$ cat src/rtl/lv1_lv2_bus_arbiter_if.sv
// rtl/lv1_lv2_bus_arbiter_if.sv - L1-to-L2 bus request/grant bundle.
// master = L1 requester side, slave = arbiter side.
interface lv1_lv2_bus_arbiter_if #(
  parameter int NUM_CORES  = 4,
  parameter int REQ_ID_WID = 3
);
  logic [NUM_CORES-1:0]  bus_lv1_lv2_req_proc_il;
  logic [NUM_CORES-1:0]  bus_lv1_lv2_req_proc_dl;
  logic [NUM_CORES-1:0]  bus_lv1_lv2_gnt_proc_il;
  logic [NUM_CORES-1:0]  bus_lv1_lv2_gnt_proc_dl;
  logic [REQ_ID_WID-1:0] bus_lv1_lv2_owner;
  logic                  bus_lv1_lv2_busy;

  modport master (
    output bus_lv1_lv2_req_proc_il, bus_lv1_lv2_req_proc_dl,
    input  bus_lv1_lv2_gnt_proc_il, bus_lv1_lv2_gnt_proc_dl,
    input  bus_lv1_lv2_owner, bus_lv1_lv2_busy
  );

  modport slave (
    input  bus_lv1_lv2_req_proc_il, bus_lv1_lv2_req_proc_dl,
    output bus_lv1_lv2_gnt_proc_il, bus_lv1_lv2_gnt_proc_dl,
    output bus_lv1_lv2_owner, bus_lv1_lv2_busy
  );
endinterface

$ cat src/rtl/lv1_lv2_bus_arbiter.sv
// rtl/lv1_lv2_bus_arbiter.sv - round-robin owner-holds arbiter for the shared L1-to-L2 bus.
// Optional ARB_TIMEOUT_EN forces handover after MAX_HOLD ownership cycles when others wait.
module lv1_lv2_bus_arbiter #(
  parameter int NUM_CORES  = 4,
  parameter int REQ_ID_WID = 3,
  parameter int MAX_HOLD   = 64
) (
  input  logic                  clk,
  input  logic                  rst,
  lv1_lv2_bus_arbiter_if.slave  bus
);
  localparam int N = 2 * NUM_CORES;

  if (REQ_ID_WID != $clog2(N)) begin : g_id_wid_chk
    $error("REQ_ID_WID must equal clog2(2*NUM_CORES)");
  end
  if (MAX_HOLD < 1) begin : g_max_hold_chk
    $error("MAX_HOLD must be at least 1");
  end

  typedef enum logic {ST_IDLE, ST_GRANT} state_t;

  state_t                r_state, w_state_nxt;
  logic [REQ_ID_WID-1:0] r_owner, w_owner_nxt;
  logic [REQ_ID_WID-1:0] r_rr_ptr, w_rr_nxt;
  logic [REQ_ID_WID-1:0] w_owner_inc;
  logic [N-1:0]          w_req;
  logic [N-1:0]          r_gnt, w_gnt_nxt;
  logic                  r_busy;

`ifdef ARB_TIMEOUT_EN
  localparam int HOLD_WID = $clog2(MAX_HOLD) + 1;
  logic [HOLD_WID-1:0] r_hold_cnt, w_hold_nxt;
  logic [N-1:0]        w_others;
`endif

  // First set bit at or above start, wrapping N-1 -> 0; N need not be a power of two.
  function automatic logic [REQ_ID_WID-1:0] f_rr_pick(input logic [N-1:0] req,
                                                      input logic [REQ_ID_WID-1:0] start);
    logic [REQ_ID_WID-1:0] pick;
    logic [REQ_ID_WID-1:0] pos;
    logic                  found;
    int                    idx;
    pick  = '0;
    found = 1'b0;
    for (int i = 0; i < N; i++) begin
      idx = int'(start) + i;
      if (idx >= N) idx = idx - N;
      pos = REQ_ID_WID'(idx);
      if (!found && req[pos]) begin
        pick  = pos;
        found = 1'b1;
      end
    end
    return pick;
  endfunction

  function automatic logic [REQ_ID_WID-1:0] f_inc(input logic [REQ_ID_WID-1:0] v);
    int t;
    t = int'(v) + 1;
    if (t >= N) t = 0;
    return REQ_ID_WID'(t);
  endfunction

  for (genvar c = 0; c < NUM_CORES; c++) begin : g_map
    assign w_req[2*c]                      = bus.bus_lv1_lv2_req_proc_il[c];
    assign w_req[2*c+1]                    = bus.bus_lv1_lv2_req_proc_dl[c];
    assign bus.bus_lv1_lv2_gnt_proc_il[c]  = r_gnt[2*c];
    assign bus.bus_lv1_lv2_gnt_proc_dl[c]  = r_gnt[2*c+1];
  end

  assign bus.bus_lv1_lv2_owner = r_owner;
  assign bus.bus_lv1_lv2_busy  = r_busy;
  assign w_owner_inc           = f_inc(r_owner);

  always_comb begin
    w_state_nxt = r_state;
    w_owner_nxt = r_owner;
    w_rr_nxt    = r_rr_ptr;
`ifdef ARB_TIMEOUT_EN
    w_hold_nxt  = r_hold_cnt;
    w_others    = w_req & ~(N'(1) << r_owner);
`endif
    case (r_state)
      ST_IDLE: begin
        if (|w_req) begin
          w_state_nxt = ST_GRANT;
          w_owner_nxt = f_rr_pick(w_req, r_rr_ptr);
`ifdef ARB_TIMEOUT_EN
          w_hold_nxt  = '0;
`endif
        end
      end
      ST_GRANT: begin
        if (!w_req[r_owner]) begin
          // Release: search from owner+1 so the old owner ranks last; no idle bubble.
          w_rr_nxt = w_owner_inc;
          if (|w_req) begin
            w_owner_nxt = f_rr_pick(w_req, w_owner_inc);
`ifdef ARB_TIMEOUT_EN
            w_hold_nxt  = '0;
`endif
          end else begin
            w_state_nxt = ST_IDLE;
          end
        end
`ifdef ARB_TIMEOUT_EN
        else if (r_hold_cnt == HOLD_WID'(MAX_HOLD - 1)) begin
          if (|w_others) begin
            w_rr_nxt    = w_owner_inc;
            w_owner_nxt = f_rr_pick(w_others, w_owner_inc);
            w_hold_nxt  = '0;
          end
        end else begin
          w_hold_nxt = r_hold_cnt + HOLD_WID'(1);
        end
`endif
      end
      default: w_state_nxt = ST_IDLE;
    endcase
  end

  assign w_gnt_nxt = (w_state_nxt == ST_GRANT) ? (N'(1) << w_owner_nxt) : '0;

  always_ff @(posedge clk or posedge rst) begin
    if (rst) begin
      r_state    <= ST_IDLE;
      r_owner    <= '0;
      r_rr_ptr   <= '0;
      r_gnt      <= '0;
      r_busy     <= 1'b0;
`ifdef ARB_TIMEOUT_EN
      r_hold_cnt <= '0;
`endif
    end else begin
      r_state    <= w_state_nxt;
      r_owner    <= w_owner_nxt;
      r_rr_ptr   <= w_rr_nxt;
      r_gnt      <= w_gnt_nxt;
      r_busy     <= (w_state_nxt == ST_GRANT);
`ifdef ARB_TIMEOUT_EN
      r_hold_cnt <= w_hold_nxt;
`endif
    end
  end
endmodule

$ cat src/flat_wrapper.sv
// flat-port wrapper written by rule: the top's interface ports become plain ports
module lv1_lv2_bus_arbiter_flat 
#(
  parameter int NUM_CORES  = 4,
  parameter int REQ_ID_WID = 3,
  parameter int MAX_HOLD   = 64
)
  (clk, rst, bus_bus_lv1_lv2_req_proc_il, bus_bus_lv1_lv2_req_proc_dl, bus_bus_lv1_lv2_gnt_proc_il, bus_bus_lv1_lv2_gnt_proc_dl, bus_bus_lv1_lv2_owner, bus_bus_lv1_lv2_busy);
  lv1_lv2_bus_arbiter_if #(.NUM_CORES(NUM_CORES), .REQ_ID_WID(REQ_ID_WID)) bus_i ();
  input  logic clk;
  input  logic rst;
  input wire logic [$bits(bus_i.bus_lv1_lv2_req_proc_il)-1:0] bus_bus_lv1_lv2_req_proc_il;
  input wire logic [$bits(bus_i.bus_lv1_lv2_req_proc_dl)-1:0] bus_bus_lv1_lv2_req_proc_dl;
  output wire logic [$bits(bus_i.bus_lv1_lv2_gnt_proc_il)-1:0] bus_bus_lv1_lv2_gnt_proc_il;
  output wire logic [$bits(bus_i.bus_lv1_lv2_gnt_proc_dl)-1:0] bus_bus_lv1_lv2_gnt_proc_dl;
  output wire logic [$bits(bus_i.bus_lv1_lv2_owner)-1:0] bus_bus_lv1_lv2_owner;
  output wire logic [$bits(bus_i.bus_lv1_lv2_busy)-1:0] bus_bus_lv1_lv2_busy;
  assign bus_i.bus_lv1_lv2_req_proc_il = bus_bus_lv1_lv2_req_proc_il;
  assign bus_i.bus_lv1_lv2_req_proc_dl = bus_bus_lv1_lv2_req_proc_dl;
  assign bus_bus_lv1_lv2_gnt_proc_il = bus_i.bus_lv1_lv2_gnt_proc_il;
  assign bus_bus_lv1_lv2_gnt_proc_dl = bus_i.bus_lv1_lv2_gnt_proc_dl;
  assign bus_bus_lv1_lv2_owner = bus_i.bus_lv1_lv2_owner;
  assign bus_bus_lv1_lv2_busy = bus_i.bus_lv1_lv2_busy;
  lv1_lv2_bus_arbiter #(.NUM_CORES(NUM_CORES), .REQ_ID_WID(REQ_ID_WID), .MAX_HOLD(MAX_HOLD)) u_core (.clk(clk), .rst(rst), .bus(bus_i));
endmodule
$ cat config.mk
export PLATFORM = sky130hd
export DESIGN_NAME = lv1_lv2_bus_arbiter_flat
export DESIGN_NICKNAME = d
export VERILOG_FILES = /design/src/rtl/lv1_lv2_bus_arbiter_if.sv /design/src/rtl/lv1_lv2_bus_arbiter.sv /design/src/flat_wrapper.sv
export SDC_FILE = /design/constraint.sdc
export NUM_CORES = 1
export LEC_CHECK = 0
export ABC_AREA = 1
export CORE_AREA = 2 2 64 66
export CTS_BUF_LIST = sky130_fd_sc_hd__clkbuf_4 sky130_fd_sc_hd__clkbuf_8 sky130_fd_sc_hd__clkbuf_16
export CTS_CLUSTER_DIAMETER = 100
export DETAILED_ROUTE_END_ITERATION = 10
export DIE_AREA = 0 0 66 68
export GPL_TIMING_DRIVEN = 0
export PLACE_DENSITY = 0.83
export SYNTH_ARGS = -nofsm -noshare
export SYNTH_HDL_FRONTEND = slang
export SYNTH_SLANG_ARGS = --single-unit
$ cat constraint.sdc
create_clock -name clk -period 7.5 [get_ports clk]
set_input_delay 1.5 -clock clk [delete_from_list [all_inputs] [get_ports clk]]
set_output_delay 1.5 -clock clk [all_outputs]
set_load 0.05 [all_outputs]
# --- Yosys cells after proc, flatten, opt, wreduce, memory -nomap -nowiden ---
# Cells that the tools add are included.
classes:
  add_sub_neg: 31
  magnitude_cmp: 34
  shift: 1
  mux: 164
  n_bitwise: 2
  n_reduce_logical: 30
op_table:
  columns: ["operator", "n"]
  rows:
  - ["$mux 3", 76]
  - ["$lt 3x4->1 const B", 17]
  - ["$mux 1", 68]
  - ["$ge 4x4->1 const B", 15]
  - ["$bmux 1 s3", 17]
  - ["$sub 3x1->3 const B", 16]
  - ["$add 3x3->4 const B", 8]
  - ["$add 3x2->4 const B", 4]
  - ["$logic_and 1x1->1", 14]
  - ["$logic_not 1->1", 14]
  - ["$add 3x1->4 const B", 3]
  - ["$ge 3x4->1 const B", 2]
  - ["$mux 8", 1]
  - ["$reduce_or 8->1", 1]
  - ["$shl 1x3->8 const A", 1]
  - ["$pmux 3 s2", 1]
  - ["$not 1->1", 2]
  - ["$pmux 1 s2", 1]
  - ["$reduce_and 2->1", 1]
word_totals:
  reg_bits: 15
  inputBits: 10
  out_inout_bits: 12
  word_cells: 266

# --- Longest topological paths before layout ---
depth:
  depth_word: 58
  mapped_depth: 22
  depth_no_buf: 21

# --- Worst setup path after synthesis ---
# No wires, ideal clock.
synth_path:
  path_type: "input -> register"
  from: "input port bus_bus_lv1_lv2_req_proc_dl[3]"
  to: "register u_core.r_gnt[7]"
  setup_ps: 121
  arrival_ps: 2870
  required_time_ps: 7379
  setup_slack_ps: 4508
  cell_stages: 18
  path_cell_list: "nand2_1 o21ai_0 nand2_1 nand2_1 nand3_1 nand2_2 inv_2 nand4_2 nor2_4 nand2_2 o21ai_1 inv_1 nand2_1 nand2_2 nand2_4 nand2_4 nand2_2 nor2_1"
synth_via:
  elab_chain_len: 50
  word_cells_on_any_way: 137
synth_rtl:
  columns: ["element", "line_no", "text"]
  rows:
  - ["from (decl)", "flat_wrapper.sv:13", "input wire logic [$bits(bus_i.bus_lv1_lv2_req_proc_dl)-1:0] bus_bus_lv1_lv2_req_proc_dl;"]
  - ["$bmux 1 s3", "lv1_lv2_bus_arbiter.sv:50", "if (!found && req[pos]) begin"]
  - ["$mux 1 (not written as such)", "lv1_lv2_bus_arbiter.sv:50", null]
  - ["$mux 1", "lv1_lv2_bus_arbiter.sv:50", null]
  - ["$mux 1", "lv1_lv2_bus_arbiter.sv:98", "if (|w_req) begin"]
  - ["$mux 1", "lv1_lv2_bus_arbiter.sv:95", "if (!w_req[r_owner]) begin"]
  - ["$mux 1", "lv1_lv2_bus_arbiter.sv:84", "case (r_state)"]
  - ["$logic_not 1->1", "lv1_lv2_bus_arbiter.sv:50", null]
  - ["$logic_and 1x1->1", "lv1_lv2_bus_arbiter.sv:50", null]
  - ["(+36 left out)", null, null]
  - ["$mux 3", "lv1_lv2_bus_arbiter.sv:50", null]
  - ["$mux 3", "lv1_lv2_bus_arbiter.sv:98", null]
  - ["$mux 3", "lv1_lv2_bus_arbiter.sv:95", null]
  - ["$pmux 3 s2 (*)", "lv1_lv2_bus_arbiter.sv:84", null]
  - ["named net u_core.w_owner_nxt[1]", "lv1_lv2_bus_arbiter.sv:24", "logic [REQ_ID_WID-1:0] r_owner, w_owner_nxt;"]
  - ["$shl 1x3->8 (*)", "lv1_lv2_bus_arbiter.sv:123", "assign w_gnt_nxt = (w_state_nxt == ST_GRANT) ? (N'(1) << w_owner_nxt) : '0;"]
  - ["$mux 8 (*)", "lv1_lv2_bus_arbiter.sv:123", null]
  - ["named net u_core.w_gnt_nxt[7]", "lv1_lv2_bus_arbiter.sv:28", "logic [N-1:0] r_gnt, w_gnt_nxt;"]
  - ["to (signal assigned)", "lv1_lv2_bus_arbiter.sv:139", "r_gnt <= w_gnt_nxt;"]
  - ["to (decl)", "lv1_lv2_bus_arbiter.sv:28", null]
# Mark *: on every way through the listed nets, which the timed path passes. The rest lies on a longest branch. The select of a mux whose other input is x is not followed.
# A chain may end at the register's enable or synchronous reset.

# --- Worst setup path in the final report ---
layout_path:
  from: "input port bus_bus_lv1_lv2_req_proc_il[3]"
  to: "register u_core.r_gnt[3]"
layout_via:
  elab_chain_len: 50
  word_cells_on_any_way: 137
layout_rtl:
  columns: ["element", "line_no", "text"]
  rows:
  - ["from (decl)", "flat_wrapper.sv:12", "input wire logic [$bits(bus_i.bus_lv1_lv2_req_proc_il)-1:0] bus_bus_lv1_lv2_req_proc_il;"]
  - ["$bmux 1 s3", "lv1_lv2_bus_arbiter.sv:50", null]
  - ["$mux 1 (not written as such)", "lv1_lv2_bus_arbiter.sv:50", null]
  - ["$mux 1", "lv1_lv2_bus_arbiter.sv:50", null]
  - ["$mux 1", "lv1_lv2_bus_arbiter.sv:98", null]
  - ["$mux 1", "lv1_lv2_bus_arbiter.sv:95", null]
  - ["$mux 1", "lv1_lv2_bus_arbiter.sv:84", null]
  - ["$logic_not 1->1", "lv1_lv2_bus_arbiter.sv:50", null]
  - ["$logic_and 1x1->1", "lv1_lv2_bus_arbiter.sv:50", null]
  - ["(+35 left out)", null, null]
  - ["$logic_and 1x1->1", "lv1_lv2_bus_arbiter.sv:50", null]
  - ["$mux 3", "lv1_lv2_bus_arbiter.sv:50", null]
  - ["$mux 3", "lv1_lv2_bus_arbiter.sv:98", null]
  - ["$mux 3", "lv1_lv2_bus_arbiter.sv:95", null]
  - ["$pmux 3 s2", "lv1_lv2_bus_arbiter.sv:84", null]
  - ["$shl 1x3->8", "lv1_lv2_bus_arbiter.sv:123", null]
  - ["$mux 8 (*)", "lv1_lv2_bus_arbiter.sv:123", null]
  - ["named net u_core.w_gnt_nxt[3]", "lv1_lv2_bus_arbiter.sv:28", null]
# Marks and branches as above.

==> qor.log <==
qor: routing.routed-wl-met2 2.799 mm
qor: routing.detailed_route_wire_length 5.629 mm
qor: placed_design.place.detailed.hpwl 4.504 mm
qor: routing.detail-route-antenna-nets 0
qor: sta.final.min_clock_period 3.696 ns
qor: setup_path.regToRegSetupSlack 4.33 ns
qor: setup_path.timing.setup.critical_path_class primary input to flip-flop
qor: global_route.groute.usage.overall 27.37%
qor: setup_path.timing.critical_path.from_type primary input
qor: routing.first_pass_iters 4
qor: clock_network.tritoncts done
qor: global_route.grt_first_pass_wirelength 9.818 mm
qor: routing.drt-met1-wl 2.386 mm
qor: sta.max_freq 270.6 MHz
qor: synthesis.synth_cell_type_count 35
qor: clock_network.worst_case_clock_buffer_depth 2
qor: sta.max_slew.worst_pin.slew 0.5384 ns
qor: final_layout.layout-drive-gt1-share 16.14%
qor: sta.finalMaxSlewViolations 0
qor: sta.period_share 49.28%
qor: routing.drc_errors 0
qor: final_layout.area_delta_synth_final 14.66%
qor: setup_path.critPathRequiredTime 7.68 ns
qor: outcome.status finished clean
qor: global_route.number_of_antenna_violations_at_the_first_check_in_global_routing 0
qor: global_route.grt_max_degree 16
qor: placed_design.buffer_ports.inserted 21
qor: synthesis.postSynthCellCount 384
qor: clock_network.cts.repair.resized 0
qor: synthesis.edff_count_synth 0
qor: global_route.gr-total-overflow 0
qor: clock_network.clk_latency 0.25 ns
qor: clock_network.numCtsBuffers 3
qor: sta.clock_skew_after_layout 0.003962 ns
qor: synthesis.count_of_warnings_emitted_by_yosys 0
qor: global_route.vias_in_the_first_global_route 2273
qor: sta.final-setup-viol-count 0
qor: synthesis.share_of_the_synthesized_area_in_the_top_cell_type 22.76%
qor: setup_path.critical_path_arrival 3.88 ns
qor: clock_network.clock_tree.htree_level_count 1
qor: clock_network.cts.clk_slew.worst_paths 0.06 ns
qor: final_layout.fin_nets 426
qor: routing.viasPerCell 5.481
qor: synthesis.post_synthesis_sequential_area_ratio 17.11%
qor: floorplan.die_height 68 µm
qor: synthesis.synthTopCellsByArea nand2_1, dfrtp_1, nand3_1
qor: synthesis.yosys_register_bits 15
qor: sta.maxSlewHeadroom 64.07%
qor: clock_network.postCtsSetupBuffers 0
qor: routing.met3_length 288 µm
qor: floorplan.die_w 66 µm
qor: worst_hold_path.worstHoldPathType flip-flop to flip-flop
qor: synthesis.post_synth_instance_area 2193 µm²
qor: sta.report.final.hold_viol_count 0
qor: sta.setup_repair_after_global_routing_missed_its_margin no
qor: clock_network.tritoncts_num_sinks 15
qor: synthesis.syn-num-nets 400
qor: final_layout.ant_diodes 0
qor: synthesis.postSynthAreaPerCell 5.712 µm²
qor: setup_path.worst_setup_ep_type flip-flop
qor: floorplan.start_util 56.88%
qor: synthesis.postSynth.topFlopCell dfrtp_1
qor: floorplan.row_count 23
qor: final_layout.num-fill-cells 372
qor: setup_path.critPathMaxFanout 5
qor: synthesis.synthDominantAreaCellType nand2_1
qor: routing.top_layer_used_by_detailed_routing met4
qor: routing.detailedRoute.firstIterationViolations 126
qor: clock_network.postCtsHoldBufs 0
qor: placed_design.place_congestion 0.9727
qor: floorplan.fp.dieArea 4488 µm²
qor: sta.setup_total_negative_slack 0 ns
qor: synthesis.ys_async_sr_fraction 100.0%
qor: floorplan.core_area 3856 µm²
qor: job.max_cap_violations 0
qor: clock_network.root_buffer clkbuf_8
qor: routing.routed-via-count 2516
qor: floorplan.pin_count 22
qor: routing.wl_per_cell 12.26 µm
-- critical path: stages --
cell             delay [ns]
clkdlybuf4s50_1        0.56
inv_1                  0.05
o21ai_0                0.34
nand2_1                0.15
nand2_1                0.09
nand3_1                0.08
nand2_2                0.10
inv_2                  0.07
nand4_1                0.11
nor2_1                 0.05
nor3_1                 0.18
nand3_1                0.09
nand2_1                0.09
nand2_1                0.08
nand2_1                0.09
nand2_1                0.11
nor2_1                 0.13
-- registers in the layout, indices dropped and copies added, names as in the netlist --
register / flops
u_core.r_gnt: 8
u_core.bus.bus_lv1_lv2_owner: 3
u_core.r_rr_ptr: 3
u_core.r_state: 1
-- Yosys cell counts, types with 2 or more instances --
cell type / count
nand2_1: 133
nand3_1: 49
inv_1: 36
nor2_1: 34
nand2_2: 25
dfrtp_1: 15
o21ai_0: 14
nand4_1: 10
inv_2: 9
ha_1: 6
nand3_2: 4
nor2_2: 4
o21ai_1: 4
buf_2: 3
buf_6: 3
clkinv_1: 3
nand2_4: 3
nand3b_1: 3
nor3_1: 3
a21oi_1: 2
a31oi_1: 2
buf_4: 2
nand4_2: 2
nor2_4: 2
nor4_1: 2
xor2_1: 2
-- final timing paths --
path                                           startpoint                              end  cells past startpoint
hold reg to reg                            u_core.r_state  u_core.bus.bus_lv1_lv2_owner[1]                      2
setup / recovery           bus_bus_lv1_lv2_req_proc_il[3]                  u_core.r_gnt[3]                     17
setup reg to reg                       u_core.r_rr_ptr[1]                  u_core.r_gnt[3]                     19
max in group asynchronous                             rst                  u_core.r_gnt[7]                      2
min in group asynchronous                             rst                  u_core.r_gnt[5]                      2
hold / removal                             u_core.r_state  u_core.bus.bus_lv1_lv2_owner[1]                      2
-- cells by family (layout without fill, tap and decap cells) --
| kind of cell | count (synthesis) | after routing | share of synthesized area [%] |
|---|---|---|---|
| xor gates and xnor gates | 3 | 3 | 1.198 |
| DFF | 15 | 15 | 17.11 |
| AOI/OAI and AO/OA | 27 | 27 | 7.188 |
| buffers and inverters | 57 | 82 | 11.29 |
| adders and majority gates | 6 | 6 | 3.423 |
| and+or+nand+nor | 276 | 276 | 59.78 |
-- layout by cell type (no fill, tap or decap), types with 2 or more instances in the layout --
| cell type | count |
|---|---|
| dfrtp_1 | 15 |
| nor2_4 | 2 |
| o21ai_0 | 14 |
| ha_1 | 6 |
| nand3_1 | 49 |
| nor2_2 | 4 |
| a31oi_1 | 2 |
| xor2_1 | 2 |
| a21oi_1 | 2 |
| inv_2 | 9 |
| nand4_2 | 2 |
| clkdlybuf4s50_1 | 21 |
| nand4_1 | 10 |
| nand2_2 | 25 |
| nand2_4 | 3 |
| buf_2 | 3 |
| clkinv_1 | 3 |
| nor4_1 | 2 |
| buf_6 | 3 |
| o21ai_1 | 4 |
| nor2_1 | 34 |
| nor3_1 | 3 |
| inv_1 | 36 |
| nand2_1 | 133 |
| clkbuf_8 | 3 |
| nand3b_1 | 3 |
| buf_4 | 2 |
| nand3_2 | 4 |
-- per-layer routing --
| layer | GRT usage, % | up-vias |
|---|---|---|
| met5 | 0 | - |
| met4 | 9.949 | 0 |
| met3 | 3.947 | 20 |
| met2 | 49.24 | 88 |
| met1 | 33.40 | 1129 |
| li1 | - | 1279 |
-- through the flow --
step | cells | utilization [%] | worst slack (ns) | cell area [µm²] | hold WS [ns]
2_1_floorplan | 384 | - | 4.508 | 2193 | 0.7020
3_3_place_gp | 455 | 63.95 | 3.629 | 2466 | 0.6698
3_5_place_dp | 455 | 63.95 | 3.608 | 2466 | 0.6828
4_1_cts | 459 | 65.22 | 3.864 | 2515 | 0.7002
5_1_grt | 459 | 65.22 | 3.478 | 2515 | 0.7464
6_report | 459 | 65.22 | 3.804 | 2515 | 0.7021
-- cell type report --
type / instances / area [µm²] / share of cell area, %
buffer: 9 / 67.56 / 2.687
clock buffer: 4 / 48.80 / 1.940
inverter: 48 / 180.2 / 7.164
multi-input combinational: 312 / 1570 / 62.44
sequential: 15 / 375.4 / 14.93
tap: 50 / 62.56 / 2.488
timing repair buffer: 21 / 210.2 / 8.358
Power is not shown: default switching activity piles up to over one toggle a cycle in this logic, so the estimate is an artifact.
